File: config.mk
export PLATFORM = sky130hd
export DESIGN_NAME = regfile_wb
export DESIGN_NICKNAME = d
export VERILOG_FILES = /design/src/rtl/regfile_wb.sv
export SDC_FILE = /design/constraint.sdc
export NUM_CORES = 1
export LEC_CHECK = 0
export ABC_CLOCK_PERIOD_IN_PS = 4500
export BUFFER_PORTS_ARGS = -buffer_cell sky130_fd_sc_hd__buf_2
export CAP_MARGIN = 20
export CORE_UTILIZATION = 45
export CTS_CLUSTER_SIZE = 24
export DETAILED_ROUTE_END_ITERATION = 16
export PLACE_DENSITY_LB_ADDON = 0.05
export RECOVER_POWER = 50
export SLEW_MARGIN = 20
export SYNTH_ARGS = -nofsm -noshare
export SYNTH_HDL_FRONTEND = slang
export SYNTH_SLANG_ARGS = --single-unit
File: constraint.sdc
create_clock -name clk -period 4.5 [get_ports clk]
set_input_delay 0.45 -clock clk [delete_from_list [all_inputs] [get_ports clk]]
set_output_delay 0.45 -clock clk [all_outputs]
set_load 0.05 [all_outputs]
File: src/rtl/regfile_wb.sv
// regfile_wb: writeback unit driving the single register-file write port.
//   Merges ALU results (valid/ready) and load results (valid only, never
//   stalled). A load always wins the port. An ALU result that collides with a
//   load, or that arrives while older ALU results are still waiting, is queued
//   in an in-order FIFO. Per-register pending-write status is reported so the
//   issue stage can hold dependent instructions.
//
// Optional feature: define WB_BYPASS_EN to forward the in-flight write data
//   onto s1_out/s2_out. This covers the cycle where the register file is being
//   written but cannot yet be read. Without the macro the operands are a pure
//   pass-through of rf_s1/rf_s2.
//
// Ports:
//   clk, rst_n                    clock, asynchronous active-low reset
//   alu_valid/ready/rd/data       ALU result handshake
//   ld_valid/rd/data              load result, always accepted
//   wen, dsel, d                  registered register-file write port
//   q1_sel/q2_sel -> q1/q2_busy   combinational pending-write queries
//   rf_s1/s2, s1sel/s2sel         register-file read data and its selects
//   s1_out, s2_out                operands to the datapath
//
// FIFO state (derived from the entry count):
//   state  | meaning
//   EMPTY  | no queued ALU results
//   QUEUED | some, but not all, entries hold results
//   FULL   | every entry holds a result; alu_ready is low
module regfile_wb #(
  parameter int DEPTH = 4,
  parameter int XLEN  = 32
) (
  input  logic            clk,
  input  logic            rst_n,
  input  logic            alu_valid,
  output logic            alu_ready,
  input  logic [4:0]      alu_rd,
  input  logic [XLEN-1:0] alu_data,
  input  logic            ld_valid,
  input  logic [4:0]      ld_rd,
  input  logic [XLEN-1:0] ld_data,
  output logic            wen,
  output logic [4:0]      dsel,
  output logic [XLEN-1:0] d,
  input  logic [4:0]      q1_sel,
  input  logic [4:0]      q2_sel,
  output logic            q1_busy,
  output logic            q2_busy,
  input  logic [XLEN-1:0] rf_s1,
  input  logic [XLEN-1:0] rf_s2,
  input  logic [4:0]      s1sel,
  input  logic [4:0]      s2sel,
  output logic [XLEN-1:0] s1_out,
  output logic [XLEN-1:0] s2_out
);

  localparam int AW = $clog2(DEPTH);
  localparam int CW = AW + 1;

  typedef enum logic [1:0] {EMPTY, QUEUED, FULL} fifo_state_e;

  logic [4:0]      rd_mem_q   [DEPTH];
  logic [XLEN-1:0] data_mem_q [DEPTH];
  logic [AW-1:0]   wr_ptr_q, wr_ptr_d, rd_ptr_q, rd_ptr_d;
  logic [CW-1:0]   count_q, count_d;
  logic            wen_q, wen_d;
  logic [4:0]      dsel_q, dsel_d;
  logic [XLEN-1:0] d_q, d_d;
  fifo_state_e     fifo_st;
  logic            alu_xfer, alu_keep, push, pop;
  logic            q1_hit, q2_hit;
  logic [AW-1:0]   off;

  always_comb begin
    fifo_st = QUEUED;
    if (count_q == '0)
      fifo_st = EMPTY;
    else if (count_q == CW'(DEPTH))
      fifo_st = FULL;
  end

  // Readiness is based on the registered count only; a same-cycle pop does
  // not free a slot for the incoming result.
  assign alu_ready = (fifo_st != FULL);
  assign alu_xfer  = alu_valid & alu_ready;
  // Results for x0 complete their handshake but are dropped here.
  assign alu_keep  = alu_xfer & (alu_rd != 5'd0);

  always_comb begin
    wen_d  = 1'b0;
    dsel_d = dsel_q;
    d_d    = d_q;
    push   = 1'b0;
    pop    = 1'b0;
    if (ld_valid) begin
      // A load to x0 still owns the port this cycle, but it writes nothing.
      if (ld_rd != 5'd0) begin
        wen_d  = 1'b1;
        dsel_d = ld_rd;
        d_d    = ld_data;
      end
      push = alu_keep;
    end else if (fifo_st != EMPTY) begin
      pop    = 1'b1;
      wen_d  = 1'b1;
      dsel_d = rd_mem_q[rd_ptr_q];
      d_d    = data_mem_q[rd_ptr_q];
      push   = alu_keep;
    end else if (alu_keep) begin
      wen_d  = 1'b1;
      dsel_d = alu_rd;
      d_d    = alu_data;
    end
  end

  assign wr_ptr_d = wr_ptr_q + AW'(push);
  assign rd_ptr_d = rd_ptr_q + AW'(pop);
  assign count_d  = count_q + CW'(push) - CW'(pop);

  always_ff @(posedge clk or negedge rst_n) begin
    if (!rst_n) begin
      wr_ptr_q <= '0;
      rd_ptr_q <= '0;
      count_q  <= '0;
      wen_q    <= 1'b0;
      dsel_q   <= '0;
      d_q      <= '0;
    end else begin
      wr_ptr_q <= wr_ptr_d;
      rd_ptr_q <= rd_ptr_d;
      count_q  <= count_d;
      wen_q    <= wen_d;
      dsel_q   <= dsel_d;
      d_q      <= d_d;
    end
  end

  // Storage has no reset; entries are only observed while inside the count.
  always_ff @(posedge clk) begin
    if (push) begin
      rd_mem_q[wr_ptr_q]   <= alu_rd;
      data_mem_q[wr_ptr_q] <= alu_data;
    end
  end

  // An entry is live when its distance from the read pointer is below count.
  always_comb begin
    q1_hit = 1'b0;
    q2_hit = 1'b0;
    off    = '0;
    for (int i = 0; i < DEPTH; i++) begin
      off = AW'(i) - rd_ptr_q;
      if ({1'b0, off} < count_q) begin
        if (rd_mem_q[i] == q1_sel) q1_hit = 1'b1;
        if (rd_mem_q[i] == q2_sel) q2_hit = 1'b1;
      end
    end
  end

  assign q1_busy = (q1_sel != 5'd0) & (q1_hit | (wen_q & (dsel_q == q1_sel)));
  assign q2_busy = (q2_sel != 5'd0) & (q2_hit | (wen_q & (dsel_q == q2_sel)));

  assign wen  = wen_q;
  assign dsel = dsel_q;
  assign d    = d_q;

`ifdef WB_BYPASS_EN
  assign s1_out = (wen_q && (dsel_q == s1sel) && (dsel_q != 5'd0)) ? d_q : rf_s1;
  assign s2_out = (wen_q && (dsel_q == s2sel) && (dsel_q != 5'd0)) ? d_q : rf_s2;
`else
  logic unused_sel;
  assign unused_sel = ^{s1sel, s2sel};
  assign s1_out = rf_s1;
  assign s2_out = rf_s2;
`endif

endmodule

==> flow_summary_export.csv <==
group,metric,value,unit
drt,vias,5370,
logic_synthesis,ys_warn_count,0,
timing,setup_viol,0,
cts,numCtsBuffers,17,
placed_design,gp_congestion,0.878,
placed_design,place_area,9560,um^2
die,pin_count,267,
logic_synthesis,synth_nets,850,
final_layout,finalNonFillerCells,1012,
die,coreArea,19700,um^2
drt,drc,0,
final_layout,layout_common_cells,"148 x edfxtp_1, 110 x nor2_1, 91 x buf_2, 43 x dfrtp_1, 39 x nand2_1",
timing,skew,0.0116,ns
flow_run,timing.max_cap.violations,1,
die,rows,51,
worst_setup_path,crit_path_start_kind,"flip-flop",
power_and_ir_drop,power,6.83,mW
cts,clock-sinks,193,
final_layout,fin_nets,904,
logic_synthesis,netlist-cell-type-count,33,
global_route,grt_max_degree,46,
cts,cts-htree-levels,4,
logic_synthesis,synthesis.area,9160,um^2
worst_setup_path,critPathArrivalTime,2.62,ns
drt,drt_first_pass_iters,6,
timing,worst_pin_slew,2.97,ns
final_layout,fin_area,10100,um^2
logic_synthesis,syn_area_per_cell,13.5,um^2
final_layout,final_common_cell,"edfxtp_1",
die,fp.dieH,145,um
drt,drtIter0Drc,371,
worst_setup_path,critical_path.max_fanout,6,
cts,clock_path_buffers,2,
drt,detail-route-antenna-nets,0,
timing,finalMaxSlewViolations,46,
cts,ctsResizeCount,0,
drt,viasPerCell,5.31,
global_route,grt_antenna_before_repair,2,
cts,clkSlewWorstSetupHoldPaths,0.07,ns
cts,postCtsHoldBufs,0,
final_layout,syn_to_final_growth,10.2,%
drt,wire_per_inst,21.4,um
global_route,grt_pass1_vias,5548,
status,failed_checks,"capacitance limit, slew limit",
logic_synthesis,ys.flop_type,"edfxtp_1",
final_layout,drive_gt1_share,24.4,%
global_route,grt_pass1_wl,32.5,mm
timing,hold_viol,0,
timing,fin_crit_sh,68.3,%
placed_design,pre_cts_slack,1.57,ns
worst_setup_path,end_kind,"output pin",
cts,cts_setup_buffers,0,
placed_design,placedCellCount,979,
logic_synthesis,ys_seq_elements,193,
drt,routed_wl,21.7,mm
hold_path,hold_path.class,"input port to flip-flop",
placed_design,dpl.hpwl,14.5,mm
die,dieArea,20900,um^2
cts,cts_tree,"done",
global_route,globalRouteOverflowTotal,0,
die,start_util,46.5,%
logic_synthesis,synth_cells,679,
worst_setup_path,critPathKind,"flip-flop to output pin",
power_and_ir_drop,powerDensity,676,nW/um^2
logic_synthesis,synth_edf_count,148,
timing,fin_tns_setup,0,ns
die,die_w,145,um
timing,rsz0062_at_grt,"no",
cts,cts_root_buffer,"clkbuf_16",
logic_synthesis,synthArstFlopShare,23.3,%
power_and_ir_drop,max-vdd-ir-drop,0.000338,V
timing,relSlewSlack,-98.3,%
final_layout,fillers,1777,
worst_setup_path,worstPathRequired,4.05,ns
timing,worst_slack,1.43,ns
global_route,grt.total_usage,21.7,%
status,outcome,"finished, violations left",
power_and_ir_drop,p_leak,3.79,nW
placed_design,port_buffers,128,
cts,clock_latency,0.42,ns
logic_synthesis,yosysSeqAreaShare,60.8,%
timing,fmax,325,MHz
timing,fin_crit,3.07,ns
-- flip-flops by register name (all words and copies together), names as in the netlist --
name and cells:
count_q 3, dsel 5, rd_mem_q 20, d 32
rd_ptr_q 2, data_mem_q 128, wr_ptr_q 2, wen 1
-- layer usage --
layer / GRT usage (%) / wire length [um]
met1: 28.2 / 9270
met2: 35.8 / 10800
met3: 5.26 / 1230
met4: 7.04 / 326
met5: 0 / 11
-- cells in the mapped netlist, drive strengths merged (7+ instances only) --
cell type | instances | area share (%)
clkbuf | 19 | 0.78
nor4 | 8 | 0.55
nand3 | 9 | 0.49
nor2 | 111 | 4.5
ha | 8 | 1.1
edfxtp | 148 | 49
xnor2 | 23 | 2.2
mux2i | 34 | 3.7
a21oi | 8 | 0.44
mux4 | 37 | 9.1
inv | 7 | 0.29
xor2 | 32 | 3.1
o21ai | 37 | 2.0
buf | 86 | 7.0
dfrtp | 45 | 12
nand2 | 39 | 1.6
nor3 | 7 | 0.38
-- cells by family after synthesis --
logic type      synth area share, %
flops                          60.8
xor+xnor                       5.26
simple gates                   8.30
fa+ha+maj                      1.31
compound gates                 3.50
buf+inv                        8.02
mux                            12.8
-- path summary, 6_finish.rpt --
kind,cells after the start,to,startpoint,slack [ns]
max,8,q1_busy,count_q[1]$_DFF_PN0_,1.43
min,2,dsel[0]$_DFFE_PN0P_,ld_rd[0],0.28
max reg2reg,6,data_mem_q[2][19]$_DFFE_PP_,count_q[2]$_DFF_PN0_,2.08
min reg2reg,2,d[5]$_DFFE_PN0P_,d[5]$_DFFE_PN0P_,0.48
max in group asynchronous,2,rd_ptr_q[1]$_DFF_PN0_,rst_n,1.51
min in group asynchronous,2,d[15]$_DFFE_PN0P_,rst_n,1.09
-- worst max-delay path, stage by stage (launching register included) --
cell      delay [ns]
dfrtp_1         0.42
inv_1           0.23
ha_1            0.30
a21boi_0        0.14
o21ba_2         0.24
nor4_1          0.31
nor4_1          0.10
a21oi_1         0.18
buf_2           0.29
-- report_power, final --
| part | internal [mW] | switching [mW] | leakage, nW | total (mW) |
|---|---|---|---|---|
| logic | 0.919 | 1.74 | 1.63 | 2.66 |
| clock network | 0.826 | 0.669 | 0.292 | 1.50 |
| registers | 2.41 | 0.268 | 1.87 | 2.68 |
-- area by class of cell --
| type | count | area [um^2] | area share (%) |
|---|---|---|---|
| Multi-Input combinational cell | 374 | 2890 | 28.6 |
| Sequential cell | 193 | 5570 | 55.2 |
| Clock inverter | 15 | 159 | 1.57 |
| Clock buffer | 17 | 425 | 4.21 |
| Inverter | 7 | 26.3 | 0.260 |
| Timing Repair Buffer | 140 | 693 | 6.86 |
| Antenna cell | 1 | 2.50 | 0.0248 |
| Tap cell | 265 | 332 | 3.28 |
-- per-stage QoR --
step / util (%) / hold WS [ns]
2_1_floorplan: - / 0.154
3_3_place_gp: 48.5 / 0.457
3_5_place_dp: 48.5 / 0.469
4_1_cts: 51.4 / 0.168
5_1_grt: 51.2 / 0.273
6_report: 51.2 / 0.284
(Power assumes the default switching activity.)
